$ cat src/rtl/fp_result_collector.sv
`default_nettype none
// ============================================================================
// Module      : fp_result_collector
// Description : Receiving end of the FP result path. Classifies each incoming
//               result beat, stores {class, word} in a first-word-fall-through
//               FIFO drained over ready/valid, and keeps saturating drop/NaN/
//               infinity statistics plus a sticky overflow flag.
// Revision    : 1.0 - initial release
// ============================================================================
module fp_result_collector #(
  parameter int EXP_WIDTH  = 8,
  parameter int FRAC_WIDTH = 23,
  parameter int DEPTH      = 16,
  parameter int CNT_WIDTH  = 16
) (
  input  logic                            clk_i,
  input  logic                            rst_i,
  input  logic [EXP_WIDTH+FRAC_WIDTH:0]   fp_i,
  input  logic                            valid_i,
  input  logic                            clr_i,
  input  logic                            rd_ready_i,
  output logic                            rd_valid_o,
  output logic [EXP_WIDTH+FRAC_WIDTH:0]   rd_data_o,
  output logic [2:0]                      rd_class_o,
  output logic [$clog2(DEPTH):0]          count_o,
  output logic                            overflow_o,
  output logic [CNT_WIDTH-1:0]            drop_cnt_o,
  output logic [CNT_WIDTH-1:0]            nan_cnt_o,
  output logic [CNT_WIDTH-1:0]            inf_cnt_o
);

  localparam int FP_WIDTH = 1 + EXP_WIDTH + FRAC_WIDTH;
  localparam int AW       = $clog2(DEPTH);
  localparam int ENTRY_W  = FP_WIDTH + 3;

  localparam logic [AW:0]          FULL_COUNT = (AW+1)'(DEPTH);
  localparam logic [AW:0]          COUNT_ONE  = (AW+1)'(1);
  localparam logic [AW-1:0]        PTR_ONE    = AW'(1);
  localparam logic [CNT_WIDTH-1:0] CNT_ONE    = CNT_WIDTH'(1);

  localparam logic [2:0] CLS_ZERO = 3'd0;
  localparam logic [2:0] CLS_SUB  = 3'd1;
  localparam logic [2:0] CLS_NORM = 3'd2;
  localparam logic [2:0] CLS_INF  = 3'd3;
  localparam logic [2:0] CLS_QNAN = 3'd4;
  localparam logic [2:0] CLS_SNAN = 3'd5;

  logic [EXP_WIDTH-1:0]  exp_w;
  logic [FRAC_WIDTH-1:0] frac_w;
  logic [2:0]            cls_w;

  logic [ENTRY_W-1:0]    mem_q [DEPTH];
  logic [ENTRY_W-1:0]    head_w;

  logic [AW-1:0]         wr_ptr_q, wr_ptr_d;
  logic [AW-1:0]         rd_ptr_q, rd_ptr_d;
  logic [AW:0]           count_q, count_d;
  logic                  overflow_q, overflow_d;
  logic [CNT_WIDTH-1:0]  drop_cnt_q, drop_cnt_d;
  logic [CNT_WIDTH-1:0]  nan_cnt_q, nan_cnt_d;
  logic [CNT_WIDTH-1:0]  inf_cnt_q, inf_cnt_d;

  logic                  full_w, pop_w, push_w, drop_w;

  // Counters hold at all-ones instead of wrapping back to zero.
  function automatic logic [CNT_WIDTH-1:0] sat_inc(input logic [CNT_WIDTH-1:0] v);
    return (&v) ? v : v + CNT_ONE;
  endfunction

  // Classify the incoming word; the sign bit plays no part.
  always_comb begin
    exp_w  = fp_i[FP_WIDTH-2 -: EXP_WIDTH];
    frac_w = fp_i[FRAC_WIDTH-1:0];
    cls_w  = CLS_NORM;
    if (exp_w == '0) begin
      cls_w = (frac_w == '0) ? CLS_ZERO : CLS_SUB;
    end else if (&exp_w) begin
      if (frac_w == '0) begin
        cls_w = CLS_INF;
      end else if (frac_w[FRAC_WIDTH-1]) begin
        cls_w = CLS_QNAN;
      end else begin
        cls_w = CLS_SNAN;
      end
    end
  end

  // A pop frees a slot in the same cycle, so a full FIFO can still accept.
  assign full_w = (count_q == FULL_COUNT);
  assign pop_w  = rd_valid_o && rd_ready_i;
  assign push_w = valid_i && (!full_w || pop_w);
  assign drop_w = valid_i && !push_w;

  // Next-state for pointers, occupancy and statistics; clear overrides increments.
  always_comb begin
    wr_ptr_d   = wr_ptr_q;
    rd_ptr_d   = rd_ptr_q;
    count_d    = count_q;
    overflow_d = overflow_q;
    drop_cnt_d = drop_cnt_q;
    nan_cnt_d  = nan_cnt_q;
    inf_cnt_d  = inf_cnt_q;

    if (pop_w) begin
      rd_ptr_d = rd_ptr_q + PTR_ONE;
    end
    if (push_w) begin
      wr_ptr_d = wr_ptr_q + PTR_ONE;
    end

    case ({push_w, pop_w})
      2'b10:   count_d = count_q + COUNT_ONE;
      2'b01:   count_d = count_q - COUNT_ONE;
      default: count_d = count_q;
    endcase

    if (drop_w) begin
      drop_cnt_d = sat_inc(drop_cnt_q);
      overflow_d = 1'b1;
    end
    if (push_w && (cls_w == CLS_QNAN || cls_w == CLS_SNAN)) begin
      nan_cnt_d = sat_inc(nan_cnt_q);
    end
    if (push_w && (cls_w == CLS_INF)) begin
      inf_cnt_d = sat_inc(inf_cnt_q);
    end

    if (clr_i) begin
      overflow_d = 1'b0;
      drop_cnt_d = '0;
      nan_cnt_d  = '0;
      inf_cnt_d  = '0;
    end
  end

  // Control and statistics registers.
  always_ff @(posedge clk_i or posedge rst_i) begin
    if (rst_i) begin
      wr_ptr_q   <= '0;
      rd_ptr_q   <= '0;
      count_q    <= '0;
      overflow_q <= 1'b0;
      drop_cnt_q <= '0;
      nan_cnt_q  <= '0;
      inf_cnt_q  <= '0;
    end else begin
      wr_ptr_q   <= wr_ptr_d;
      rd_ptr_q   <= rd_ptr_d;
      count_q    <= count_d;
      overflow_q <= overflow_d;
      drop_cnt_q <= drop_cnt_d;
      nan_cnt_q  <= nan_cnt_d;
      inf_cnt_q  <= inf_cnt_d;
    end
  end

  // Entry storage carries no reset; occupancy alone decides what is valid.
  always_ff @(posedge clk_i) begin
    if (push_w) begin
      mem_q[wr_ptr_q] <= {cls_w, fp_i};
    end
  end

  assign head_w     = mem_q[rd_ptr_q];
  assign rd_valid_o = (count_q != '0);
  assign rd_data_o  = head_w[FP_WIDTH-1:0];
  assign rd_class_o = head_w[ENTRY_W-1 -: 3];
  assign count_o    = count_q;
  assign overflow_o = overflow_q;
  assign drop_cnt_o = drop_cnt_q;
  assign nan_cnt_o  = nan_cnt_q;
  assign inf_cnt_o  = inf_cnt_q;

endmodule
`default_nettype wire

$ cat config.mk
export PLATFORM = sky130hd
export DESIGN_NAME = fp_result_collector
export DESIGN_NICKNAME = d
export VERILOG_FILES = /design/src/rtl/fp_result_collector.sv
export SDC_FILE = /design/constraint.sdc
export NUM_CORES = 1
export LEC_CHECK = 0
export CAP_MARGIN = 20
export CORE_MARGIN = 5
export CORE_UTILIZATION = 50
export DETAILED_ROUTE_END_ITERATION = 7
export GPL_ROUTABILITY_DRIVEN = 0
export GPL_TIMING_DRIVEN = 0
export PLACE_DENSITY = 0.72
export SLEW_MARGIN = 20
export SYNTH_ARGS = -nofsm -noshare
export SYNTH_HDL_FRONTEND = slang
export SYNTH_SLANG_ARGS = --single-unit
$ cat constraint.sdc
create_clock -name clk_i -period 5.65 [get_ports clk_i]
set_input_delay 1.13 -clock clk_i [delete_from_list [all_inputs] [get_ports clk_i]]
set_output_delay 1.13 -clock clk_i [all_outputs]
set_load 0.01 [all_outputs]
==> out/results.txt <==
The flow ran to the end, and the final reports show no timing, DRC or antenna violations. The starting utilization of the core area was 50.5%. Of all cell types, the one taking the most synthesized area is edfxtp_1.

In the synthesized netlist, the number of instances is 1189. The initialized floorplan defines 81 standard-cell rows. Net count of the finished layout: 1475. In this run the remaining antenna-violating nets after routing total 0.

The clock tree synthesis step divided the H-tree into 2 levels. Power comes to 13.9 mW. After synthesis, the most frequently instantiated cells are 560 x edfxtp_1, 175 x mux4_2, 62 x dfrtp_1. The die extent in x was 232 µm.

For the worst setup path, the data required time is 4.52 ns. Summing the areas of all xor and xnor instances in the mapped netlist gives 0.886% of the synthesized area. Once placement finished, the instance area stood at 27700 µm².

The worst setup path is captured at an output pin. After synthesis, flip-flops and latches occupy 74.3% of the total area. The clock passes through at most 3 buffers.

Post-CTS timing repair inserted 0 buffers for setup. Of all nets on the critical path, the largest fanout is 10. Once layout is done, the placed cells without fillers occupy 29700 µm².

The die covers 54000 µm². The yosys synthesis warning count came out at 0. The detailed-route vias per instance was 6.05.

For the hold violation count in the final report, the log shows 0. The max-capacitance violation count was 0. After detailed routing, the average wire length per cell comes to 26.7 µm. The tools report the sink count of the clock tree as 622. Counting cells, the worst reg-to-reg path comes to 6.

The cts-stage hold buffer count was 0; the total of flip-flops plus latches after synthesis was 622. The tools report the kind of start point of the critical path as a flop. In this run the most critical hold path is launched from count_o[4]$_DFFE_PP0P_.

In the final layout, the share of cells above drive strength 1 is 24.7%. The tightest min-delay check is of the reg2reg type. The logs give 24700 µm² for the total standard cell area after synthesis and 85600 µm for the wire length of the first global-routing pass. The maximum clock frequency is 188 MHz.

For hold timing, the worst endpoint is count_o[4]$_DFFE_PP0P_. In this run the clock root is driven by a clkbuf_16. The worst hold path stage count is 1, and the core footprint is 49000 µm².

The critical path in this run is classified as reg2out. In the post-route analysis, the smallest setup slack over all paths is 0.325 ns. Among all flip-flop cells after synthesis, the most frequent one is edfxtp_1. For flop-to-flop paths, the worst setup slack is 2.77 ns. Of the total synthesized cell area, the portion taken by full adders, half adders and majority gates is 0.638%. A synthesized cell averages 20.8 µm². Setup violations remaining at the end of the flow were counted as 0. The compound-gate portion of the synthesized area was 1.60%; the total I/O pin count was 127. The post-synthesis simple-gate area fraction is 4.80%.

Ranked by total cell area, the synthesized netlist is headed by edfxtp_1 68%, mux4_2 16%, dfrtp_1 6.3%, xnor2_1 0.82%, nor2_1 0.68%. Yosys mapped the design onto 45 distinct sky130hd cell types. The critical path data arrival time is 4.20 ns. The vertical extent of the die works out to 232 µm. The number of remaining DRC errors came out at 0. The overflow left after global routing came out at 0. The origin of the critical flop-to-flop path was count_o[4]$_DFFE_PP0P_.

Entering global routing, the biggest net connects 33 pins. The first routing iteration left 1240 violations. The count of buffers added on input and output ports is 126. Summed over all cells, the static leakage comes to 9.60 nW.

Number of synthesized flops with an enable pin: 560. The run gives 61 as the number of buffers created by CTS. After routing, the total negative slack on setup checks comes to 0 ns.

The final clock skew was 0.0354 ns. Counting flops with an async set or reset pin after synthesis yields a share of 9.97%. Dividing total power by cell area gives a power density of 468 nW/µm². After clock tree synthesis, the repair step resized 0 gates. Before antenna repair, the detailed router went through 7 iterations. For the headroom to the max-slew limit, the log shows 32.1%. Setup repair after global routing left no endpoint under its margin. The worst-case IR drop observed on VDD is 0.274 mV. Most repeated cell in the gate-level netlist after synthesis: edfxtp_1.

For this run, the total global-route usage over all layers was measured as 21.5%. The via count of the first global-routing pass was 13200; the area growth from synthesis to final layout was 20.3%. The final period utilization was 94.3%; the clock network latency to the later pin of the worst-skew pair was 0.64 ns. The tools report the worst reg2reg path endpoint as mem_q[12][33]$_DFFE_PP_. Total via count after detailed routing: 13000.

The fraction of synthesized cell area taken by the top area cell type is 68.1%, and the total wire length is 57100 µm. By area, the combinational part of the netlist is dominated by multiplexers. The post-route minimum period was 5.33 ns; the number of nets produced by synthesis was 1238.

The worst setup slack after placement came out at -0.0117 ns. TritonCTS built the clock tree. The worst-margin pin slew was 1.02 ns; the multiplexer share of the synthesized area was 16.4%. The logs give 0 for the number of pins with negative max-slew slack in the final report and 36900 µm for the placed wire-length estimate.

The number of antenna violations at the first check in global routing is 2, and the clock input transition at the sequential cells of the worst setup and hold paths is 0.06 ns.
==> state kept, by name, summed over array words and instances (netlist names) <==
name        flops
count_o         5
drop_cnt_o     16
inf_cnt_o      16
mem_q         560
nan_cnt_o      16
overflow_o      1
rd_ptr_q        4
wr_ptr_q        4
==> through the flow <==
stage / utilization, % / instances / hold WS (ns)
finish: 60.7 / 2142 / 0.536
floorplan: - / 1189 / 0.544
global placement: 54.7 / 1979 / 0.512
detailed placement: 56.6 / 2026 / 0.514
CTS: 60.7 / 2139 / 0.529
global route: 60.7 / 2141 / 0.571
==> how the worst max path moves through the flow <==
stage,from,endpoint,slack [ns],depth (start not counted)
global placement,rd_ready_i,mem_q[3][18]$_DFFE_PP_,-2.88,6
detailed placement,fp_i[6],mem_q[12][33]$_DFFE_PP_,-0.01,8
floorplan,rd_ready_i,mem_q[3][0]$_DFFE_PP_,0.90,5
global route,rd_ptr_q[1]$_DFFE_PP0P_,rd_data_o[27],0.11,6
finish,rd_ptr_q[1]$_DFFE_PP0P_,rd_data_o[27],0.32,6
CTS,rd_ptr_q[1]$_DFFE_PP0P_,rd_data_o[1],0.30,6
==> worst max-delay path: stages, from the launching register on <==
cell             delay (ns)
dfrtp_1                0.41
clkbuf_1               0.35
clkbuf_1               0.56
buf_1                  0.74
mux4_2                 0.45
mux4_2                 0.54
clkdlybuf4s50_1        0.52
==> final cells by class <==
type	instances	area (µm²)
Multi-Input combinational cell	492	6130
Timing Repair Buffer	174	2080
Clock inverter	43	410
Sequential cell	622	18400
Fill cell	3409	19200
Inverter	14	55.1
Buffer	61	268
Clock buffer	70	1580
Antenna cell	2	5.00
Tap cell	664	831
==> layer usage <==
metal  global-route usage (%)  vias up  wire, µm
li1                         -     5467         -
met1                     30.6     6838     23200
met2                     34.9      581     28300
met3                     4.98       79      4650
met4                     4.19        2       939
met5                        0        -        11
==> placed cells by master, fill, tap and decap left out, drive strengths merged, types with 22 or more instances in the layout <==
| cell | Yosys | routed |
|---|---|---|
| a21oi | 30 | 30 |
| buf | 32 | 80 |
| clkbuf | 29 | 99 |
| clkdlybuf4s50 | 0 | 126 |
| clkinv | 0 | 33 |
| dfrtp | 62 | 62 |
| edfxtp | 560 | 560 |
| mux4 | 175 | 175 |
| nand2 | 25 | 25 |
| nand3 | 26 | 26 |
| nor2 | 45 | 45 |
| nor4 | 22 | 22 |
| or4 | 22 | 22 |
| xnor2 | 23 | 23 |
==> power by group <==
part           internal (mW)  switching, mW
Clock                   2.28           1.71
Sequential              5.47          0.130
Combinational           2.16           2.15
Total                   9.92           3.99
==> cell families after synthesis <==
group / Yosys count
adder cells (fa/ha/maj): 12
AO/OA/AOI/OAI: 63
XOR/XNOR: 25
buffers and inverters: 75
flip-flops: 622
multiplexers: 186
AND/OR/NAND/NOR: 206
Power figures use the tool's default switching activity.
